<file path="src/rtl/usb_config_loader.sv">
// Configuration loader for universal_switch_box: assembles DW-bit words into a shadow register and commits all CW bits at once.
// Optional macro USB_CFG_CHECK_EN adds a trailing XOR check word before the commit.
module usb_config_loader #(
  parameter  int WS   = 7,
  parameter  int WD   = 6,
  parameter  int DW   = 8,
  localparam int CW   = WS * 6 + WD / 2 * 6,
  localparam int NW   = (CW + DW - 1) / DW,
  localparam int CNTW = $clog2(NW + 1)
) (
  input  logic          clk,
  input  logic          rst,
  input  logic          start,
  input  logic          clear,
  input  logic          cfg_valid,
  output logic          cfg_ready,
  input  logic [DW-1:0] cfg_data,
  output logic [CW-1:0] c,
  output logic          busy,
  output logic          done,
  output logic          err
);

  typedef enum logic [1:0] {
    IDLE   = 2'd0,
    LOAD   = 2'd1,
    CHECK  = 2'd2,
    COMMIT = 2'd3
  } state_t;

  localparam logic [CW-1:0] WORD_MASK = CW'({DW{1'b1}});

  state_t          state, state_n;
  logic [CNTW-1:0] cnt;
  logic [CW-1:0]   shadow;
  logic [31:0]     sh;
  logic            hs;
  logic            shadow_clr;
  logic            wr;
  logic            c_load;
  logic            c_clr;
  logic            done_n;
  logic            err_n;

`ifdef USB_CFG_CHECK_EN
  logic [DW-1:0]   acc;
`endif

  assign hs = cfg_valid && cfg_ready;
  assign sh = 32'(cnt) * 32'(DW);

  always_comb begin
    state_n    = state;
    shadow_clr = 1'b0;
    wr         = 1'b0;
    c_load     = 1'b0;
    c_clr      = 1'b0;
    done_n     = 1'b0;
    err_n      = 1'b0;
    case (state)
      IDLE: begin
        if (start) begin
          state_n    = LOAD;
          shadow_clr = 1'b1;
        end else if (clear) begin
          c_clr  = 1'b1;
          done_n = 1'b1;
        end
      end
      LOAD: begin
        if (hs) begin
          wr = 1'b1;
          if (cnt == CNTW'(NW - 1)) begin
`ifdef USB_CFG_CHECK_EN
            state_n = CHECK;
`else
            state_n = COMMIT;
`endif
          end
        end
      end
`ifdef USB_CFG_CHECK_EN
      CHECK: begin
        if (hs) begin
          if (cfg_data == acc) begin
            state_n = COMMIT;
          end else begin
            err_n   = 1'b1;
            state_n = IDLE;
          end
        end
      end
`endif
      COMMIT: begin
        c_load  = 1'b1;
        done_n  = 1'b1;
        state_n = IDLE;
      end
      default: state_n = IDLE;
    endcase
  end

  // Outputs are registered from the next-state decode so they track the state exactly.
  always_ff @(posedge clk) begin
    if (rst) begin
      state     <= IDLE;
      cnt       <= '0;
      shadow    <= '0;
      c         <= '0;
      busy      <= 1'b0;
      cfg_ready <= 1'b0;
      done      <= 1'b0;
    end else begin
      state     <= state_n;
      busy      <= (state_n != IDLE);
      cfg_ready <= (state_n == LOAD) || (state_n == CHECK);
      done      <= done_n;
      if (shadow_clr) begin
        cnt    <= '0;
        shadow <= '0;
      end else if (wr) begin
        cnt    <= cnt + 1'b1;
        // Shifting within CW bits drops the part of the last word beyond CW-1.
        shadow <= (shadow & ~(WORD_MASK << sh)) | (CW'(cfg_data) << sh);
      end
      if (c_load) begin
        c <= shadow;
      end else if (c_clr) begin
        c <= '0;
      end
    end
  end

`ifdef USB_CFG_CHECK_EN
  always_ff @(posedge clk) begin
    if (rst) begin
      acc <= '0;
      err <= 1'b0;
    end else begin
      err <= err_n;
      if (shadow_clr) begin
        acc <= '0;
      end else if (wr) begin
        acc <= acc ^ cfg_data;
      end
    end
  end
`else
  assign err = 1'b0;
`endif

endmodule

</file>
<file path="config.mk">
export PLATFORM = sky130hd
export DESIGN_NAME = usb_config_loader
export DESIGN_NICKNAME = d
export VERILOG_FILES = /design/src/rtl/usb_config_loader.sv
export SDC_FILE = /design/constraint.sdc
export NUM_CORES = 1
export LEC_CHECK = 0
export BUFFER_PORTS_ARGS = -buffer_cell sky130_fd_sc_hd__buf_2
export CAP_MARGIN = 20
export CORE_UTILIZATION = 42
export CTS_CLUSTER_DIAMETER = 50
export DETAILED_ROUTE_END_ITERATION = 12
export REMOVE_ABC_BUFFERS = 1
export SLEW_MARGIN = 25
export SYNTH_ARGS = -nofsm -noshare
export SYNTH_HDL_FRONTEND = slang
export SYNTH_SLANG_ARGS = --single-unit
</file>
<file path="constraint.sdc">
create_clock -name clk -period 2.51 [get_ports clk]
set_input_delay 0.251 -clock clk [delete_from_list [all_inputs] [get_ports clk]]
set_output_delay 0.251 -clock clk [all_outputs]
set_load 0.03 [all_outputs]
</file>
==> results.cfg <==
[global_routing]
grt_pass1_wl_mm = 19.26
grt_max_degree = 67
grt_usage_pct = 21.51
grt.met1_usage_pct = 28.35
top_usage_layer = met2
use_met2_pct = 34.17
use_met3_pct = 5.365
grt_overflow_total = 0
antenna_found_initial = 0
grt_pass1_vias = 3868

[sta]
holdWs_ns = 0.1842
skew_ns = 0.01574
period_share_pct = 84.46
fin_ws_ns = 0.3900
setup_viol = 0
hold_viol = 0
fin_setup_tns_ns = 0
layout_min_cycle_time_ns = 2.120
max_freq_mhz = 471.7
slew_headroom_pct = 53.41
worstMarginPinSlew_ns = 0.6989
rsz0062_at_grt = false
drv_slew = 0

[cts]
cts_made_buffers = 17
hold_buffers = 0
clock_sink_count = 129
cts_tree = built
clock_path_buffers = 2
clk_pin_slew_worst_paths_ns = 0.06
post_cts_buffers = 0
cts.repair.resized = 0
htreeDepth = 4
clock_latency_ns = 0.52
root_buffer = clkbuf_8

[final_layout]
layout_common_cells = dfxtp_1 (129), nand2_1 (128), buf_2 (75)
layout_commonest_cell = dfxtp_1
antenna_cells = 0
drive_gt1_share_pct = 19.90
finalNetCount = 629
multiInputGateArea_sq_um = 1927
syn_to_final_growth_pct = 21.93
seqCellArea_sq_um = 2582
fin_cells = 758
fillers = 1023

[power]
switching_share_pct = 22.90
leakagePower_nw = 2.191
switchingPower_mw = 1.075
pwr-share-clk_pct = 51.3
comb_power_share_pct = 4.6
p_per_area_nw_per_um2 = 815.5
intPower_mw = 3.621
power.total_mw = 4.696
p_seq_share_pct = 44.1
ir_drop_v = 0.0003929

[yosys]
syn_area_sq_um = 4723
netlist_instances = 545
ys_top_cells_by_area = dfxtp_1 (55%), nand2_1 (10%), o22ai_1 (7.5%), a21oi_1 (6.8%), nand3_1 (6.7%)
synth_area_per_cell_sq_um = 8.667
synth.largest_area_cell = dfxtp_1
synth-seq-cells = 129
yosys_warnings = 0
synth-seq-area-share_pct = 54.68
synth_cell_types = 32
synth_top_area_share_pct = 54.68

[floorplan]
rows = 38
die_w_um = 108.0
start_util_pct = 43.38
fp.dieH_um = 108.0
core_sq_um = 10890
dieArea_sq_um = 11670
num_io_pins = 77

[worst_setup_path]
startpoint_type = register
r2r_slack_ns = 0.39
cp_data_required_time_ns = 2.94
crit_path_end_kind = register
cp_max_fo = 21
setup.worst_path.class = reg -> reg
cp.arrival_ns = 2.55

[routing]
via_per_inst = 5.380
vias = 4078
avgRoutedWirePerCell_um = 15.60
final_antenna_net_count = 0
drcViolationCount = 0
drt_iter0_drc = 272
first_pass_iters = 4
wirelength_mm = 11.83

[min_path]
hold_class = in -> reg

[placement]
dp_slack_ns = 0.4416
dp_hpwl_mm = 7.737
place_inst = 726
gp_congestion = 0.8272
port_buffers = 75

[status]
status = completed

[job]
max_cap_viol_count = 0
logic make-up after synthesis:
| family | count (synthesis) | share of synthesized area [%] |
|---|---|---|
| simple gates | 223 | 21.40 |
| buf+inv | 49 | 4.742 |
| flops | 129 | 54.68 |
| fa+ha+maj | 11 | 2.914 |
| other cells | 1 | 0.07939 |
| compound gates | 132 | 16.19 |
routing by layer:
layer / vias up / share of wire (%)
met5: - / 0
met1: 1950 / 47
met4: 0 / 0.77
li1: 2026 / -
met2: 96 / 48
met3: 6 / 4.4
worst max-delay path, cell delays in order (launching register included):
cell and delay (ns):
dfxtp_1 0.41, inv_1 0.07, ha_1 0.29, a21oi_4 0.53
nand2_1 0.45, o22ai_1 0.29
per-stage QoR:
stage | utilization [%] | cell area (sq um)
finish | 52.90 | 5759
global route | 52.90 | 5759
CTS | 52.90 | 5759
detailed placement | 47.53 | 5175
global placement | 47.53 | 5175
floorplan | - | 4522
registers in the layout, indices dropped and copies added (netlist names):
| name | count |
|---|---|
| busy | 1 |
| c | 60 |
| cfg_ready | 1 |
| cnt | 4 |
| done | 1 |
| shadow | 60 |
| state | 2 |
cells in the mapped netlist:
cell type,count
and3_1,7
nand2_1,128
nor3_1,1
buf_6,1
o22ai_1,57
a21o_1,1
clkbuf_1,22
clkbuf_2,1
nor2_1,5
o41ai_1,1
conb_1,1
nor2b_2,1
nand4_2,1
buf_2,16
nor2b_1,3
a21oi_1,64
nand3_1,63
nand3_2,3
and2_1,5
nand3b_1,2
ha_1,11
dfxtp_1,129
nand4_1,3
buf_4,3
o21a_1,1
clkinv_1,1
o2bb2ai_1,4
inv_1,5
a211oi_1,2
o21ai_0,1
a21oi_2,1
nor3b_2,1
cell type report:
type | count | area share (%)
Inverter | 6 | 0.3910
Clock buffer | 18 | 7.256
Clock inverter | 14 | 2.889
Timing Repair Buffer | 84 | 8.125
Sequential cell | 129 | 44.84
Multi-Input combinational cell | 367 | 33.46
Tap cell | 140 | 3.041
power by group through the flow:
stage | logic (mW) | clock network, mW | registers [mW]
finish | 0.215 | 2.41 | 2.07
global route | 0.237 | 2.56 | 2.07
CTS | 0.213 | 2.44 | 2.07
detailed placement | 0.212 | 0 | 2.12
global placement | 0.210 | 0 | 2.12
floorplan | 0.101 | 0 | 2.13
final timing paths:
kind              cells after the start    endpoint       start
hold / removal                        3      cnt[3]       start
hold reg to reg                       2       c[38]  shadow[38]
setup reg to reg                      5  shadow[19]    state[0]
setup / recovery                      5  shadow[19]    state[0]
(Power assumes the default switching activity.)
